## config.mk

```make
export PLATFORM = sky130hd
export DESIGN_NAME = mem_port_arbiter
export DESIGN_NICKNAME = d
export VERILOG_FILES = /design/src/rtl/mem_port_arbiter_pkg.sv /design/src/rtl/mem_beat_counter.sv /design/src/rtl/mem_port_arbiter.sv
export SDC_FILE = /design/constraint.sdc
export NUM_CORES = 1
export LEC_CHECK = 0
export CAP_MARGIN = 25
export CORE_ASPECT_RATIO = 1.75
export CORE_MARGIN = 2
export CORE_UTILIZATION = 25
export CTS_CLUSTER_DIAMETER = 80
export CTS_CLUSTER_SIZE = 20
export DETAILED_ROUTE_END_ITERATION = 10
export PLACE_DENSITY = 0.66
export REMOVE_ABC_BUFFERS = 1
export SYNTH_ARGS = -nofsm -noshare
export SYNTH_HDL_FRONTEND = slang
export SYNTH_SLANG_ARGS = --single-unit
```

## constraint.sdc

```tcl
create_clock -name clk -period 2.82 [get_ports clk]
set_input_delay 0.564 -clock clk [delete_from_list [all_inputs] [get_ports clk]]
set_output_delay 0.564 -clock clk [all_outputs]
set_load 0.03 [all_outputs]
```

## src/rtl/mem_port_arbiter_pkg.sv

```systemverilog
`default_nettype none
// ============================================================================
// Module      : mem_port_arbiter_pkg
// Description : Shared types and constants for the memory port arbiter.
// Revision    : 1.0 - initial release
// ============================================================================
package mem_port_arbiter_pkg;

    typedef enum logic [1:0] {
        ST_IDLE  = 2'd0,
        ST_FETCH = 2'd1,
        ST_DATA  = 2'd2
    } arb_state_e;

    localparam int         VLEN_DEFAULT = 4;
    localparam int         WORD_STRIDE  = 4;
    localparam logic [1:0] FAIR_LIMIT   = 2'd2;

endpackage
`default_nettype wire

```

## src/rtl/mem_beat_counter.sv

```systemverilog
`default_nettype none
// ============================================================================
// Module      : mem_beat_counter
// Description : Beat index and word-stride address generator for one access.
// Revision    : 1.0 - initial release
// ============================================================================
module mem_beat_counter
    import mem_port_arbiter_pkg::*;
#(
    parameter int ADDR_W = 32,
    parameter int VLEN   = VLEN_DEFAULT,
    parameter int BEAT_W = (VLEN > 1) ? $clog2(VLEN) : 1
) (
    input  logic              clk,
    input  logic              rst,
    input  logic              load_i,
    input  logic [ADDR_W-1:0] base_i,
    input  logic              advance_i,
    input  logic              vec_i,
    output logic [BEAT_W-1:0] beat_o,
    output logic [ADDR_W-1:0] addr_o,
    output logic              last_o
);

    logic [BEAT_W-1:0] beat_q, beat_d;
    logic [ADDR_W-1:0] addr_q, addr_d;

    always_comb begin
        beat_d = beat_q;
        addr_d = addr_q;
        if (load_i) begin
            beat_d = '0;
            addr_d = base_i;
        end else if (advance_i) begin
            beat_d = beat_q + BEAT_W'(1);
            addr_d = addr_q + ADDR_W'(WORD_STRIDE);   // wraps modulo 2^ADDR_W
        end
    end

    always_ff @(posedge clk) begin
        if (!rst) begin
            beat_q <= '0;
            addr_q <= '0;
        end else begin
            beat_q <= beat_d;
            addr_q <= addr_d;
        end
    end

    assign beat_o = beat_q;
    assign addr_o = addr_q;
    assign last_o = !vec_i || (beat_q == BEAT_W'(VLEN - 1));

endmodule
`default_nettype wire

```

## src/rtl/mem_port_arbiter.sv

```systemverilog
`default_nettype none
// ============================================================================
// Module      : mem_port_arbiter
// Description : Shares one memory port between instruction fetch and data
//               (scalar or vector) requesters with a fetch-fairness rule.
// Revision    : 1.0 - initial release
// ============================================================================
module mem_port_arbiter
    import mem_port_arbiter_pkg::*;
#(
    parameter int   ADDR_W = 32,
    parameter int   DATA_W = 32,
    parameter int   VLEN   = VLEN_DEFAULT,
    localparam int  BEAT_W = (VLEN > 1) ? $clog2(VLEN) : 1
) (
    input  logic              clk,
    input  logic              rst,
    input  logic              if_req,
    input  logic [ADDR_W-1:0] if_addr,
    output logic [DATA_W-1:0] if_rdata,
    output logic              if_valid,
    input  logic              d_req,
    input  logic              d_we,
    input  logic              d_vec,
    input  logic [ADDR_W-1:0] d_addr,
    input  logic [DATA_W-1:0] d_wdata,
    output logic [BEAT_W-1:0] d_beat,
    output logic [DATA_W-1:0] d_rdata,
    output logic              d_valid,
    output logic              d_done,
    output logic              stall,
    output logic              mem_req,
    output logic              mem_we,
    output logic [ADDR_W-1:0] mem_addr,
    output logic [DATA_W-1:0] mem_wdata,
    input  logic [DATA_W-1:0] mem_rdata,
    input  logic              mem_ack
);

    arb_state_e        state_q, state_d;
    logic [1:0]        fair_q, fair_d;
    logic              we_q, vec_q;
    logic              if_valid_q, d_valid_q, d_done_q;
    logic [DATA_W-1:0] if_rdata_q, d_rdata_q;
    logic              grant_fetch, grant_data;
    logic              beat_last;
    logic              fetch_ack, data_ack;

    assign fetch_ack = (state_q == ST_FETCH) && mem_ack;
    assign data_ack  = (state_q == ST_DATA)  && mem_ack;

    // The IDLE cycle carrying a completion pulse makes no grant, so a
    // requester still holding req there is not re-served by accident.
    always_comb begin
        state_d     = state_q;
        fair_d      = fair_q;
        grant_fetch = 1'b0;
        grant_data  = 1'b0;
        case (state_q)
            ST_IDLE: begin
                if (!if_valid_q && !d_done_q) begin
                    if (if_req && (fair_q == FAIR_LIMIT || !d_req)) begin
                        grant_fetch = 1'b1;
                        state_d     = ST_FETCH;
                        fair_d      = 2'd0;
                    end else if (d_req) begin
                        grant_data = 1'b1;
                        state_d    = ST_DATA;
                        fair_d     = if_req ? fair_q + 2'd1 : 2'd0;
                    end
                end
            end
            ST_FETCH: if (mem_ack) state_d = ST_IDLE;
            ST_DATA:  if (mem_ack && beat_last) state_d = ST_IDLE;
            default:  state_d = ST_IDLE;
        endcase
    end

    always_ff @(posedge clk) begin
        if (!rst) begin
            state_q    <= ST_IDLE;
            fair_q     <= 2'd0;
            we_q       <= 1'b0;
            vec_q      <= 1'b0;
            if_valid_q <= 1'b0;
            d_valid_q  <= 1'b0;
            d_done_q   <= 1'b0;
            if_rdata_q <= '0;
            d_rdata_q  <= '0;
        end else begin
            state_q    <= state_d;
            fair_q     <= fair_d;
            if_valid_q <= fetch_ack;
            d_valid_q  <= data_ack;
            d_done_q   <= data_ack && beat_last;
            if (grant_fetch) begin
                we_q  <= 1'b0;
                vec_q <= 1'b0;
            end else if (grant_data) begin
                we_q  <= d_we;
                vec_q <= d_vec;
            end
            if (fetch_ack)
                if_rdata_q <= mem_rdata;
            if (data_ack && !we_q)
                d_rdata_q <= mem_rdata;
        end
    end

    mem_beat_counter #(
        .ADDR_W (ADDR_W),
        .VLEN   (VLEN),
        .BEAT_W (BEAT_W)
    ) u_beat_counter (
        .clk       (clk),
        .rst       (rst),
        .load_i    (grant_fetch || grant_data),
        .base_i    (grant_data ? d_addr : if_addr),
        .advance_i (data_ack && !beat_last),
        .vec_i     (vec_q),
        .beat_o    (d_beat),
        .addr_o    (mem_addr),
        .last_o    (beat_last)
    );

    assign mem_req   = (state_q != ST_IDLE);
    assign mem_we    = mem_req && we_q;
    assign mem_wdata = ((state_q == ST_DATA) && we_q) ? d_wdata : '0;
    assign stall     = if_req && !fetch_ack;
    assign if_valid  = if_valid_q;
    assign if_rdata  = if_rdata_q;
    assign d_valid   = d_valid_q;
    assign d_done    = d_done_q;
    assign d_rdata   = d_rdata_q;

endmodule
`default_nettype wire

```

==> qor.yml <==
status: "completed"
vias: 6288
syn_area_mm2: 0.00532
ant_nets: 0
fp.dieArea_mm2: 0.0225
synth_area_leaders: "dfxtp_1 (40%), nand2_1 (11%), a21oi_1 (10%), and2_1 (4.3%), o21ai_0 (3.3%)"
synth_common_cells: "nand2_1 (157), a21oi_1 (111), dfxtp_1 (107)"
synth-simple-area-share_pct: 27.5
crit_chain: "inv_1 -> and3_1 -> buf_4 -> and2_1 -> clkdlybuf4s50_1"
synth_xor_area_share_pct: 0.494
grt_overflow: 0
cts_setup_buffers: 0
worstSetupEndpointType: "primary output"
period_needed_ps: 2680
synth_largest_area_cell: "dfxtp_1"
finalSetupTns_ps: 0
place_congestion: 0.905
antenna_found_initial: 1
dp_slack_ps: 182
worst_slack_ps: 141
ys_types: 61
setup_viol: 0
grt_max_degree: 75
h-tree-depth: 3
cts_buffers: 9
arrival_ps: 2120
synth_edf_count: 0
cp_max_fo: 32
cap_violations: 0
rsz0062_at_grt: "false"
cts_max_path_buffers: 2
synth-main-ff-cell: "dfxtp_1"
core-area_mm2: 0.0209
cts_root_buf: "clkbuf_16"
grt_use_met1_pct: 18.4
path_class: "register to primary output"
dp_hpwl_um: 16600
hold_buffers: 0
synthMuxAreaShare_pct: 0.212
ys_ff_latch: 107
cp_num_buf_inv: 3
cp-start-kind: "register"
critPathSlowestCell: "clkdlybuf4s50_1"
cts-resized-gates: 2
grt_usage_pct: 18.3
critPathMaxStageDelay_ps: 660
cpLargestDelayFamily: "buffers and inverters"
drv_slew: 0
ir_worst_vdd_mv: 0.235
fmax_ghz: 0.373
synth-compound-area-share_pct: 25.5
via_per_inst: 5.14
grt_use_met2_pct: 33.7
wl_per_cell_um: 17.6
rows: 70
drive_above_1_share_pct: 6.29
dpl_cell_area_mm2: 0.00834
worst_pin_slew_ps: 744
max-slew-margin-rel_pct: 50.2
hold_viol_final: 0
ys_seq_area_share_pct: 40.3
synthArstFlopShare_pct: 0
synth.most_common_cell: "nand2_1"
drt_iter0_drc: 398
synth_adder_area_share_pct: 0.705
die_w_um: 114
cts_tree: "yes"
clk_latency_ps: 350
grt-busiest-layer: "met2"
cellPowerDensity_mw_per_mm2: 483
hp-class: "register to register"
grt_pass1_vias: 5871
stdcell_area_mm2: 0.00873
cts.sinks: 107
start_util_pct: 25.4
critPathRequiredTime_ps: 2260
drt-total-wl_um: 21600
power.leakage_uw: 0.00351
fill_cells: 2107
boundaryPins: 271
dr.pass1.iters: 5
synth_top_family_by_area: "simple AND/OR/NAND/NOR gates"
fin_nets: 1103
die_h_um: 197
skew_ps: 8.40
portBuffers: 270
drc_errors: 0
min_period_over_period_pct: 95.0
yosysTopAreaCellShare_pct: 40.3
synth.avg_cell_area_um2: 7.45
grt_util_met3_pct: 3.81
ys_warn_count: 0
syn_to_final_growth_pct: 64.0
synthCells: 714
clkTransAtPathRegs_ps: 70
grt_pass1_wl_um: 31800
## cells by family (layout without fill, tap and decap cells)
kind of cell,Yosys count,after routing
compound gates,223,223
xor+xnor,3,3
fa+ha+maj,3,3
buf+inv,70,326
flops,107,107
mux,1,1
other cells,0,1
simple gates,307,307
## sequential cells by signal, indices dropped and copies added, names as in the netlist
| name | flops |
|---|---|
| d_done | 1 |
| d_rdata | 32 |
| d_valid | 1 |
| fair_q | 2 |
| if_rdata | 32 |
| if_valid | 1 |
| state_q | 2 |
| u_beat_counter.addr_o | 32 |
| u_beat_counter.beat_o | 2 |
| vec_q | 1 |
| we_q | 1 |
## worst paths after layout
path	end	cells past startpoint	slack, ps	from
min reg2reg	u_beat_counter.addr_o[0]	2	450	u_beat_counter.addr_o[0]
max reg2reg	u_beat_counter.addr_o[31]	5	540	state_q[0]
max	mem_wdata[30]	5	140	state_q[0]
min	u_beat_counter.addr_o[0]	2	450	u_beat_counter.addr_o[0]
## worst reg2reg max path, delay by kind of cell, from the launching register on
kind,cells,cell delay [ps]
flip-flops,1,380
AND/OR/NAND/NOR,4,1490
AO/OA/AOI/OAI,1,300
## final cells by class
class | instances | area [um^2] | share of cell area [%]
repair buffers | 293 | 2980 | 34.1
multi-input cells | 537 | 2910 | 33.3
flip-flops and latches | 107 | 2140 | 24.6
well taps | 252 | 315 | 3.61
clock buffers | 10 | 239 | 2.74
clock inverters | 6 | 78.8 | 0.903
inverters | 17 | 63.8 | 0.731
diodes | 1 | 2.50 | 0.0287
## power breakdown
group	internal (uW)	switching, uW
Combinational	519	620
Sequential	1600	109
Clock	734	633
Total	2860	1360
## cell usage in the layout (no fill, tap or decap), drive strengths merged, types with 6 or more instances in the layout
cell type / n
clkdlybuf4s50: 239
nand2: 157
a21oi: 111
dfxtp: 107
and2: 38
o21ai: 37
nand3: 31
dlymetal6s2s: 26
buf: 26
nor2: 24
inv: 18
nor3: 14
and3: 12
a31oi: 12
a211oi: 10
o211ai: 10
clkbuf: 10
nand4: 8
o221ai: 7
o221a: 6
## through the flow
| stage | hold slack [ps] | power [uW] | std cells | util [%] |
|---|---|---|---|---|
| floorplan | 434 | 2270 | 661 | - |
| global placement | 442 | 2880 | 1206 | 39.9 |
| detailed placement | 446 | 2890 | 1206 | 39.9 |
| CTS | 457 | 4270 | 1222 | 41.4 |
| global route | 470 | 4400 | 1223 | 41.7 |
| finish | 454 | 4220 | 1223 | 41.7 |
## per-layer routing
metal,up-vias,wire length [um]
li1,3008,-
met1,2883,7430
met2,345,11200
met3,52,1870
met4,0,1080
met5,-,0
Note: power is estimated with default switching activity, not from simulation.
